===== src/rtl/mpu6050_pkg.sv =====
// Shared definitions for the MPU6050 sensor path: register map,
// bus addressing and the accelerometer sampler state encoding.
package mpu6050_pkg;

  localparam logic [7:0] ACCEL_XOUT_H = 8'h3B;
  localparam logic [7:0] ACCEL_XOUT_L = 8'h3C;
  localparam logic [7:0] ACCEL_YOUT_H = 8'h3D;
  localparam logic [7:0] ACCEL_YOUT_L = 8'h3E;
  localparam logic [7:0] ACCEL_ZOUT_H = 8'h3F;
  localparam logic [7:0] ACCEL_ZOUT_L = 8'h40;
  localparam logic [7:0] PWR_MGMT_1   = 8'h6B;

  localparam logic [6:0] MPU6050_SLAVE_ADDR = 7'h68;

  // Number of single-byte reads that make up one accelerometer burst.
  localparam int unsigned ACCEL_BYTES = 6;

  typedef enum logic [2:0] {
    ST_IDLE,
    ST_REQ,
    ST_WAIT,
    ST_NEXT,
    ST_DONE,
    ST_ERR
  } sampler_state_e;

  // Magnitude of the signed difference cur - prev, computed one bit wider
  // so that full-scale swings (e.g. 0x7FFF to 0x8000) cannot overflow.
  function automatic logic [16:0] abs_delta(input logic [15:0] cur,
                                            input logic [15:0] prev);
    logic signed [16:0] d;
    d = $signed({cur[15], cur}) - $signed({prev[15], prev});
    return d[16] ? $unsigned(-d) : $unsigned(d);
  endfunction

endpackage


===== src/rtl/mpu6050_sampler_if.sv =====
// Request/response handshake between a register-read requester and i2c_master.
// The master modport is the requesting side (the sampler); the slave modport
// is the i2c_master side that performs the bus transaction.
interface mpu6050_sampler_if;
  logic       master_start;
  logic [7:0] master_reg_addr;
  logic       master_available;
  logic       master_data_valid;
  logic [7:0] master_data;

  modport master (
    output master_start,
    output master_reg_addr,
    input  master_available,
    input  master_data_valid,
    input  master_data
  );

  modport slave (
    input  master_start,
    input  master_reg_addr,
    output master_available,
    output master_data_valid,
    output master_data
  );
endinterface


===== src/rtl/mpu6050_sampler_period_tick.sv =====
// Free-running 0..PERIOD-1 counter; tick is high for the single wrap cycle.
module period_tick #(
  parameter int unsigned PERIOD = 5_000_000
) (
  input  logic clk,
  input  logic reset,
  output logic tick
);

  localparam int unsigned CW = (PERIOD > 1) ? $clog2(PERIOD) : 1;
  localparam logic [CW-1:0] LAST = CW'(PERIOD - 1);

  logic [CW-1:0] cnt_q;
  logic [CW-1:0] cnt_d;

  // Next count wraps to zero after the last value of the period.
  always_comb begin
    cnt_d = (cnt_q == LAST) ? '0 : cnt_q + CW'(1);
  end

  // Counter register, cleared by the active-low asynchronous reset.
  always_ff @(posedge clk or negedge reset) begin
    if (!reset) cnt_q <= '0;
    else        cnt_q <= cnt_d;
  end

  assign tick = (cnt_q == LAST);

endmodule


===== src/rtl/mpu6050_sampler.sv =====
// Periodic accelerometer sampler: reads ACCEL_XOUT_H..ACCEL_ZOUT_L through
// i2c_master, publishes three signed axis words and flags X/Y shakes.
import mpu6050_pkg::*;

module mpu6050_sampler #(
  parameter int unsigned SAMPLE_PERIOD   = 5_000_000,
  parameter int unsigned TIMEOUT_CYCLES  = 500_000,
  parameter logic [15:0] SHAKE_THRESHOLD = 16'd8000
) (
  input  logic                clk,
  input  logic                reset,
  input  logic                enable_giroscopio,
  mpu6050_sampler_if.master   bus,
  output logic [15:0]         accel_x,
  output logic [15:0]         accel_y,
  output logic [15:0]         accel_z,
  output logic                sample_valid,
  output logic                shake_detected,
  output logic                busy,
  output logic                i2c_error
);

  localparam int unsigned TW = $clog2(TIMEOUT_CYCLES + 1);
  localparam logic [TW-1:0] TOUT_LAST = TW'(TIMEOUT_CYCLES);

  sampler_state_e state_q;
  logic [2:0]     idx_q;
  logic [TW-1:0]  tout_q;
  logic           start_q;
  logic [7:0]     reg_addr_q;
  logic [7:0]     shadow_q [ACCEL_BYTES];
  logic [15:0]    prev_x_q;
  logic [15:0]    prev_y_q;
  logic           prev_valid_q;

  logic           tick;
  logic           timed_out;
  logic           shake_now;
  logic [15:0]    new_x;
  logic [15:0]    new_y;
  logic [15:0]    new_z;

  period_tick #(.PERIOD(SAMPLE_PERIOD)) u_period_tick (
    .clk   (clk),
    .reset (reset),
    .tick  (tick)
  );

  assign bus.master_start    = start_q;
  assign bus.master_reg_addr = reg_addr_q;

  // Assemble the shadow bytes big-endian and decide whether this burst is a shake.
  always_comb begin
    new_x     = {shadow_q[0], shadow_q[1]};
    new_y     = {shadow_q[2], shadow_q[3]};
    new_z     = {shadow_q[4], shadow_q[5]};
    timed_out = (tout_q == TOUT_LAST);
    shake_now = prev_valid_q &&
                ((abs_delta(new_x, prev_x_q) > {1'b0, SHAKE_THRESHOLD}) ||
                 (abs_delta(new_y, prev_y_q) > {1'b0, SHAKE_THRESHOLD}));
  end

  // Burst sequencer: one request/wait pair per byte, with per-byte timeout.
  always_ff @(posedge clk or negedge reset) begin
    if (!reset) begin
      state_q        <= ST_IDLE;
      idx_q          <= '0;
      tout_q         <= '0;
      start_q        <= 1'b0;
      reg_addr_q     <= ACCEL_XOUT_H;
      for (int i = 0; i < ACCEL_BYTES; i++) shadow_q[i] <= '0;
      accel_x        <= '0;
      accel_y        <= '0;
      accel_z        <= '0;
      prev_x_q       <= '0;
      prev_y_q       <= '0;
      prev_valid_q   <= 1'b0;
      sample_valid   <= 1'b0;
      shake_detected <= 1'b0;
      busy           <= 1'b0;
      i2c_error      <= 1'b0;
    end else begin
      sample_valid   <= 1'b0;
      shake_detected <= 1'b0;
      case (state_q)
        ST_IDLE: begin
          if (tick && enable_giroscopio) begin
            idx_q      <= '0;
            tout_q     <= '0;
            reg_addr_q <= ACCEL_XOUT_H;
            busy       <= 1'b1;
            state_q    <= ST_REQ;
          end
        end
        ST_REQ: begin
          if (timed_out) begin
            start_q <= 1'b0;
            state_q <= ST_ERR;
          end else if (start_q && !bus.master_available) begin
            start_q <= 1'b0;
            tout_q  <= tout_q + TW'(1);
            state_q <= ST_WAIT;
          end else begin
            start_q <= bus.master_available;
            tout_q  <= tout_q + TW'(1);
          end
        end
        ST_WAIT: begin
          if (bus.master_data_valid) begin
            shadow_q[idx_q] <= bus.master_data;
            state_q         <= ST_NEXT;
          end else if (timed_out) begin
            state_q <= ST_ERR;
          end else begin
            tout_q <= tout_q + TW'(1);
          end
        end
        ST_NEXT: begin
          if (idx_q == 3'd5) begin
            state_q <= ST_DONE;
          end else begin
            idx_q      <= idx_q + 3'd1;
            reg_addr_q <= ACCEL_XOUT_H + {5'd0, idx_q + 3'd1};
            tout_q     <= '0;
            state_q    <= ST_REQ;
          end
        end
        ST_DONE: begin
          accel_x        <= new_x;
          accel_y        <= new_y;
          accel_z        <= new_z;
          sample_valid   <= 1'b1;
          shake_detected <= shake_now;
          prev_x_q       <= new_x;
          prev_y_q       <= new_y;
          prev_valid_q   <= 1'b1;
          i2c_error      <= 1'b0;
          busy           <= 1'b0;
          reg_addr_q     <= ACCEL_XOUT_H;
          state_q        <= ST_IDLE;
        end
        ST_ERR: begin
          i2c_error  <= 1'b1;
          start_q    <= 1'b0;
          busy       <= 1'b0;
          reg_addr_q <= ACCEL_XOUT_H;
          state_q    <= ST_IDLE;
        end
        default: state_q <= ST_IDLE;
      endcase
    end
  end

endmodule


===== src/flat_wrapper.sv =====
// flat-port wrapper written by rule: the top's interface ports become plain ports
module mpu6050_sampler_flat 
#(
  parameter int unsigned SAMPLE_PERIOD   = 5_000_000,
  parameter int unsigned TIMEOUT_CYCLES  = 500_000,
  parameter logic [15:0] SHAKE_THRESHOLD = 16'd8000
)
  (clk, reset, enable_giroscopio, accel_x, accel_y, accel_z, sample_valid, shake_detected, busy, i2c_error, bus_master_start, bus_master_reg_addr, bus_master_available, bus_master_data_valid, bus_master_data);
  mpu6050_sampler_if bus_i ();
  input  logic clk;
  input  logic reset;
  input  logic enable_giroscopio;
  output logic [15:0] accel_x;
  output logic [15:0] accel_y;
  output logic [15:0] accel_z;
  output logic sample_valid;
  output logic shake_detected;
  output logic busy;
  output logic i2c_error;
  output wire logic [$bits(bus_i.master_start)-1:0] bus_master_start;
  output wire logic [$bits(bus_i.master_reg_addr)-1:0] bus_master_reg_addr;
  input wire logic [$bits(bus_i.master_available)-1:0] bus_master_available;
  input wire logic [$bits(bus_i.master_data_valid)-1:0] bus_master_data_valid;
  input wire logic [$bits(bus_i.master_data)-1:0] bus_master_data;
  assign bus_master_start = bus_i.master_start;
  assign bus_master_reg_addr = bus_i.master_reg_addr;
  assign bus_i.master_available = bus_master_available;
  assign bus_i.master_data_valid = bus_master_data_valid;
  assign bus_i.master_data = bus_master_data;
  mpu6050_sampler #(.SAMPLE_PERIOD(SAMPLE_PERIOD), .TIMEOUT_CYCLES(TIMEOUT_CYCLES), .SHAKE_THRESHOLD(SHAKE_THRESHOLD)) u_core (.clk(clk), .reset(reset), .enable_giroscopio(enable_giroscopio), .bus(bus_i), .accel_x(accel_x), .accel_y(accel_y), .accel_z(accel_z), .sample_valid(sample_valid), .shake_detected(shake_detected), .busy(busy), .i2c_error(i2c_error));
endmodule

===== config.mk =====
export PLATFORM = sky130hd
export DESIGN_NAME = mpu6050_sampler_flat
export DESIGN_NICKNAME = d
export VERILOG_FILES = /design/src/rtl/mpu6050_pkg.sv /design/src/rtl/mpu6050_sampler_if.sv /design/src/rtl/mpu6050_sampler_period_tick.sv /design/src/rtl/mpu6050_sampler.sv /design/src/flat_wrapper.sv
export SDC_FILE = /design/constraint.sdc
export NUM_CORES = 1
export LEC_CHECK = 0
export CAP_MARGIN = 10
export CORE_MARGIN = 3
export CORE_UTILIZATION = 40
export DETAILED_ROUTE_END_ITERATION = 8
export GPL_ROUTABILITY_DRIVEN = 0
export HOLD_SLACK_MARGIN = 0.05
export PLACE_DENSITY = 0.68
export SLEW_MARGIN = 40
export SYNTH_ARGS = -nofsm -noshare
export SYNTH_HDL_FRONTEND = slang
export SYNTH_SLANG_ARGS = --single-unit

===== constraint.sdc =====
create_clock -name clk -period 6.05 [get_ports clk]
set_clock_uncertainty 0.15 [all_clocks]
set_input_delay 1.815 -clock clk [delete_from_list [all_inputs] [get_ports clk]]
set_output_delay 1.815 -clock clk [all_outputs]
set_load 0.03 [all_outputs]

==> impl_metrics.yaml, run 1 <==
outcome:
  outcome: "completed"
clocking:
  worstSkewPairLatency_ns: 0.43
  cts.path.max_buffers: 2
  cts_setup_buffers: 0
  cts-buffers-inserted: 17
  cts_resized: 0
  holdBufCountCts: 0
  clkTransAtPathRegs_ns: 0.06
  clock-sinks: 156
  htree_levels: 4
  cts_tree: "done"
  root_buffer: "clkbuf_16"
global_routing:
  first_global_vias: 6949
  grt_pass1_wl_mm: 34.5
  gr-total-overflow: 0
  grt_max_degree: 104
  grtUsageTotal_pct: 17.5
  antenna_found_initial: 0
routing:
  drt-initial-drc-count: 420
  wire_per_inst_um: 16.0
  vias: 7102
  drt-pass1-iter-count: 5
  vias_per_cell: 5.49
  drcViolationCount: 0
  antenna_left: 0
  finalWirelength_mm: 20.7
power_and_ir_drop:
  peakVddDrop_uv: 224
  clock_power_share_pct: 50.3
  swShare_pct: 21.6
  switchingPower_mw: 0.475
  power_density_nw_per_um2: 205
  leakagePower_nw: 4.91
  combPwrFrac_pct: 2.1
  p_int_mw: 1.72
  seqPwrFrac_pct: 47.6
logic_synthesis:
  syn_inst: 931
  ys.flop_type: "dfrtp_1"
  synthSimpleGateAreaFrac_pct: 17.9
  synth_fp_nets: 987
  synthesis.area_sq_um: 9010
  synth_seq_cells: 156
  synth_xor_area_share_pct: 6.12
  synth_edf_count: 0
  avgSynthCellArea_sq_um: 9.68
  synth_compound_area_share_pct: 14.4
  seq_area_frac_synth_pct: 43.4
  synth_top_family_by_area: "simple AND/OR/NAND/NOR gates"
  synth_cell_type_count: 78
  synth_warnings: 0
  synthMuxAreaShare_pct: 8.47
  async_flop_share_pct: 100
  yosys.area_share.adder_pct: 6.13
timing:
  slew_headroom_pct: 53.4
  timing.final.crit_share_pct: 64.5
  setup_viol: 0
  holdWs_ns: 0.320
  hold_violations: 0
  fmax_mhz: 256
  fin_setup_tns_ns: 0
  post-route-min-period_ns: 3.90
  worstMarginPinSlew_ns: 0.694
  drv_slew: 0
  grt_setup_unrepaired: "no"
worst_setup_path:
  crit_type: "flip-flop to flip-flop"
  worstPathMaxFanout: 6
  end_kind: "flip-flop"
  cp_slowest_cell: "a211oi_1"
  critPathRequiredTime_ns: 6.20
  critPathArrivalTime_ns: 4.05
  cp_common_cell: "a31oi_1"
  cp_cell_sequence: "ha_1 > fa_1 > nand2b_1 > a21oi_1 > o211ai_1 > a211oi_1 > nand3_1 > nor4_2 > a41o_1 > mux2i_1 > a31oi_1 > a31oi_1"
  startpoint_type: "flip-flop"
  max_stage_delay_ns: 0.60
floorplan:
  initial_core_util_pct: 41.1
  core_area_sq_um: 22000
  num_rows: 54
  boundaryPins: 74
  dieWidth_um: 156
  dieArea_sq_um: 24400
  die_h_um: 156
final_layout:
  n_antenna_cell: 0
  final_nets: 1057
  layout-drive-gt1-share_pct: 12.6
  seq_area_sq_um: 3910
  final_cells: 1294
  nFillCells: 2025
  syn_to_final_growth_pct: 18.6
  multi_input_area_sq_um: 4820
hold_path:
  hp-class: "flip-flop to flip-flop"
job:
  drv_cap: 0
placed_design:
  dpl.hpwl_mm: 14.8
  io_buffers: 72
  dpl.cell_count: 1261
-- cell usage in the layout, fill, tap and decap left out, drive strengths merged, types with 4 or more instances in the layout --
master and instances:
a211o 5, a211oi 8, a21o 12, a21oi 41, a31oi 14, and2 5
and3 10, buf 9, clkbuf 20, clkdlybuf4s50 71, clkinv 6, dfrtp 152
dfstp 4, ha 41, inv 54, mux2 66, nand2 81, nand2b 11
nand3 44, nand3b 4, nand4 11, nor2 81, nor2b 9, nor3 18
nor4 13, nor4b 7, o211ai 6, o21ai 52, o21bai 5, o22ai 4
o31ai 7, or2 8, or3 7, xnor2 28, xor2 35
-- per-layer routing --
| metal | part of all wire, % | vias up | GRT usage, % |
|---|---|---|---|
| li1 | - | 3491 | - |
| met1 | 49 | 3440 | 24.6 |
| met2 | 45 | 143 | 27.7 |
| met3 | 3.8 | 28 | 3.00 |
| met4 | 2.2 | 0 | 5.38 |
| met5 | 0 | - | 0 |
-- worst max-delay path, delay by kind of cell (launching register included) --
family          cells  cell delay [ns]
flops               1             0.40
simple gates        3             1.04
fa+ha+maj           2             0.66
mux                 1             0.08
compound gates      6             1.42
-- cells in the mapped netlist (7+ instances only) --
master	count	share of area [%]
a21o_1	11	0.92
xnor2_1	28	2.7
mux2_2	66	8.2
nand4_1	11	0.76
nor4_1	12	0.83
nor4b_1	7	0.68
clkbuf_1	23	0.96
nor2b_1	9	0.62
nand2b_1	11	0.76
nor2_1	81	3.4
nor3_1	18	1.0
dfrtp_1	152	42
ha_1	41	5.7
nand2_1	81	3.4
and3_1	10	0.69
a21oi_1	41	2.3
xor2_1	35	3.4
o21ai_0	52	2.9
or3_1	7	0.49
a31oi_1	14	0.97
nand3_1	44	2.4
inv_1	51	2.1
a211oi_1	7	0.58
-- power by group through the flow --
stage | sequential, mW | combinational (mW) | clock (mW)
after CTS | 1.04 | 0.0454 | 1.13
after floorplan | 1.07 | 0.00302 | 0
after detailed placement | 1.06 | 0.0455 | 0
after global placement | 1.06 | 0.0449 | 0
final | 1.04 | 0.0456 | 1.11
after global routing | 1.04 | 0.0510 | 1.17
-- layout make-up --
cell class	instances	area share, %
Timing Repair Buffer	80	7.57
Multi-Input combinational cell	694	45.1
Tap cell	280	3.28
Sequential cell	156	36.6
Inverter	52	1.83
Clock inverter	12	1.50
Clock buffer	20	4.18
-- cells by family after synthesis --
logic type	Yosys count
AND/OR/NAND/NOR	324
AO/OA/AOI/OAI	195
flip-flops	156
buffers and inverters	81
multiplexers	68
XOR/XNOR	63
adder cells (fa/ha/maj)	43
other	1
-- through the flow --
stage	util (%)	power (mW)	setup slack (ns)	instance area (sq um)
2_1_floorplan	-	1.07	2.44	9010
3_3_place_gp	45.7	1.11	1.50	10000
3_5_place_dp	45.7	1.11	1.73	10000
4_1_cts	48.5	2.22	2.18	10700
5_1_grt	48.7	2.27	1.84	10700
6_report	48.7	2.20	2.15	10700
-- sequential cells by signal, indices dropped and copies added, names as in the netlist --
signal,cells
u_core.sample_valid,1
u_core.bus.master_reg_addr,6
u_core.busy,1
u_core.accel_z,16
u_core.i2c_error,1
u_core.prev_x_q,16
u_core.shake_detected,1
u_core.new_z,16
u_core.bus.master_start,1
u_core.tout_q,19
u_core.prev_y_q,16
u_core.new_x,16
u_core.state_q,3
u_core.idx_q,3
u_core.u_period_tick.cnt_q,23
u_core.new_y,16
u_core.prev_valid_q,1
-- worst paths after layout --
check	to	from	depth (start not counted)	slack [ns]
worst min register to register	u_core.prev_valid_q	u_core.prev_valid_q	1	0.32
worst min-delay path	u_core.prev_valid_q	u_core.prev_valid_q	1	0.32
min in group asynchronous	u_core.state_q[2]	reset	1	1.14
max in group asynchronous	u_core.new_x[3]	reset	2	3.90
worst max register to register	u_core.shake_detected	u_core.prev_x_q[0]	12	2.15
worst max-delay path	u_core.shake_detected	u_core.prev_x_q[0]	12	2.15
Note: power is estimated with default switching activity, not from simulation.
==> run 2, diff against run 1 <==
==> constraint.sdc (replaced) <==
create_clock -name clk -period 4.09 [get_ports clk]
set_clock_uncertainty 0.15 [all_clocks]
set_input_delay 1.227 -clock clk [delete_from_list [all_inputs] [get_ports clk]]
set_output_delay 1.227 -clock clk [all_outputs]
set_load 0.03 [all_outputs]
==> run 2 against run 1 <==
Net effect: non-clock buffer count up 8; first-iteration DRC count rose by 6.7%; final cell count increased by 0.62%; clock power is 47% higher; die area unchanged; worst hold slack worse by 0.0026 ns; via count grew 0.44%; combinational power grew 46%; critical endpoint unchanged.
==> impl_metrics.yaml, run 2 (same netlist as run 1, synthesis figures left out) <==
timing:
  setup_viol: 0
  fmax_mhz: 263
  worstMarginPinSlew_ns: 0.682
  timing.final.crit_share_pct: 93.1
  fin_setup_tns_ns: 0
  drv_slew: 0
  post-route-min-period_ns: 3.81
  slew_headroom_pct: 54.4
  hold_violations: 0
  grt_setup_unrepaired: "no"
final_layout:
  layout-drive-gt1-share_pct: 13.3
  syn_to_final_growth_pct: 18.8
  n_antenna_cell: 0
  final_common_cell: "dfrtp_1"
  top_register: "u_core.u_period_tick.cnt_q"
  final_cell_mix: "dfrtp_1 (152), nand2_1 (81), nor2_1 (81), clkdlybuf4s50_1 (71), mux2_2 (66)"
  reg.largest.list: "u_core.u_period_tick.cnt_q x23, u_core.tout_q x19"
  largest_register_ffs: 23
  final_nets: 1065
  utilization_pct: 48.8
floorplan:
  core_area_sq_um: 22000
  initial_core_util_pct: 41.1
  die_h_um: 156
  dieArea_sq_um: 24400
  dieWidth_um: 156
  num_rows: 54
  boundaryPins: 74
worst_setup_path:
  end_kind: "flip-flop"
  critPathRequiredTime_ns: 4.27
  crit_type: "flip-flop to flip-flop"
  startpoint_type: "flip-flop"
  critPathArrivalTime_ns: 3.99
  worstPathMaxFanout: 6
power_and_ir_drop:
  peakVddDrop_uv: 251
  power_mw: 3.24
  power_density_nw_per_um2: 302
  leakagePower_nw: 4.94
routing:
  drt-pass1-iter-count: 5
  drt-initial-drc-count: 448
  antenna_left: 0
  vias: 7133
  drcViolationCount: 0
  vias_per_cell: 5.48
  finalWirelength_mm: 20.7
  wire_per_inst_um: 15.9
job:
  drv_cap: 0
clocking:
  clock-sinks: 156
  cts-buffers-inserted: 17
  cts_setup_buffers: 0
  root_buffer: "clkbuf_16"
  clkTransAtPathRegs_ns: 0.07
  worstSkewPairLatency_ns: 0.42
  htree_levels: 4
  cts.path.max_buffers: 2
  cts_tree: "done"
global_routing:
  antenna_found_initial: 0
  gr-total-overflow: 0
  grt_pass1_wl_mm: 34.4
  grtUsageTotal_pct: 17.4
  grt_max_degree: 82
  first_global_vias: 6851
placed_design:
  dpl.hpwl_mm: 14.8
  io_buffers: 72
outcome:
  outcome: "completed"
hold_path:
  hp-class: "flip-flop to flip-flop"
run 2: layer usage:
metal	wire, um	track usage, %	up-vias
met1	9950	24.4	3453
met2	9550	27.6	154
li1	-	-	3503
met4	277	4.25	0
met5	0	0	-
met3	950	3.77	23
run 2: area by class of cell:
class | instances | area (sq um)
clock buffers | 20 | 457
clock inverters | 12 | 150
fillers | 2010 | 11200
inverters | 52 | 195
multi-input cells | 694 | 4810
flip-flops and latches | 156 | 3910
well taps | 280 | 350
repair buffers | 88 | 846
run 2: repair_timing:
item,4_1_cts,5_1_grt
setup endpoints to repair,0,1
hold buffers,0,0
hold endpoints to repair,0,0
resized for setup,0,1
run 2: final timing paths:
path / slack (ns) / end / depth (start not counted) / start
min: 0.32 / u_core.prev_valid_q / 1 / u_core.prev_valid_q
min reg2reg: 0.32 / u_core.prev_valid_q / 1 / u_core.prev_valid_q
max reg2reg: 0.28 / u_core.shake_detected / 12 / u_core.prev_x_q[0]
max in group asynchronous: 2.31 / u_core.bus.master_reg_addr[1] / 2 / reset
min in group asynchronous: 0.67 / u_core.new_z[10] / 1 / reset
max: 0.28 / u_core.shake_detected / 12 / u_core.prev_x_q[0]
run 2: worst max-delay path, cell delays in order (launching register included):
cell	delay [ns]
dfrtp_1	0.40
ha_1	0.22
fa_1	0.42
nor2b_1	0.17
o221ai_1	0.27
a21oi_1	0.32
xor2_1	0.15
or4b_4	0.58
or3_1	0.38
a41o_1	0.25
mux2i_1	0.16
a31oi_1	0.07
a31oi_1	0.18
run 2: where the power goes:
| group | total (mW) | internal [mW] | switching (mW) |
|---|---|---|---|
| combinational | 0.0665 | 0.0158 | 0.0507 |
| sequential | 1.54 | 1.54 | 0.000922 |
| clock | 1.63 | 0.951 | 0.678 |
run 2: per-stage QoR:
stage / instance area, sq um / worst slack [ns] / hold WS [ns] / cells
after detailed placement: 10100 / 0.332 / 0.303 / 1270
after floorplan: 9010 / 0.482 / 0.289 / 931
final: 10700 / 0.283 / 0.318 / 1302
after CTS: 10700 / 0.294 / 0.318 / 1302
after global placement: 10100 / 0.484 / 0.310 / 1270
after global routing: 10700 / 0.00244 / 0.336 / 1302
==> run 3, diff against run 2 <==
--- a/config.mk
+++ b/config.mk
@@ -8,8 +8,10 @@
 export CAP_MARGIN = 10
 export CORE_MARGIN = 3
 export CORE_UTILIZATION = 40
+export CTS_CLUSTER_DIAMETER = 80
 export DETAILED_ROUTE_END_ITERATION = 8
 export GPL_ROUTABILITY_DRIVEN = 0
+export GPL_TIMING_DRIVEN = 1
 export HOLD_SLACK_MARGIN = 0.05
 export PLACE_DENSITY = 0.68
 export SLEW_MARGIN = 40
==> results of run 3 <==
The final DEF is identical to that of run 2; final timing and power are the same.
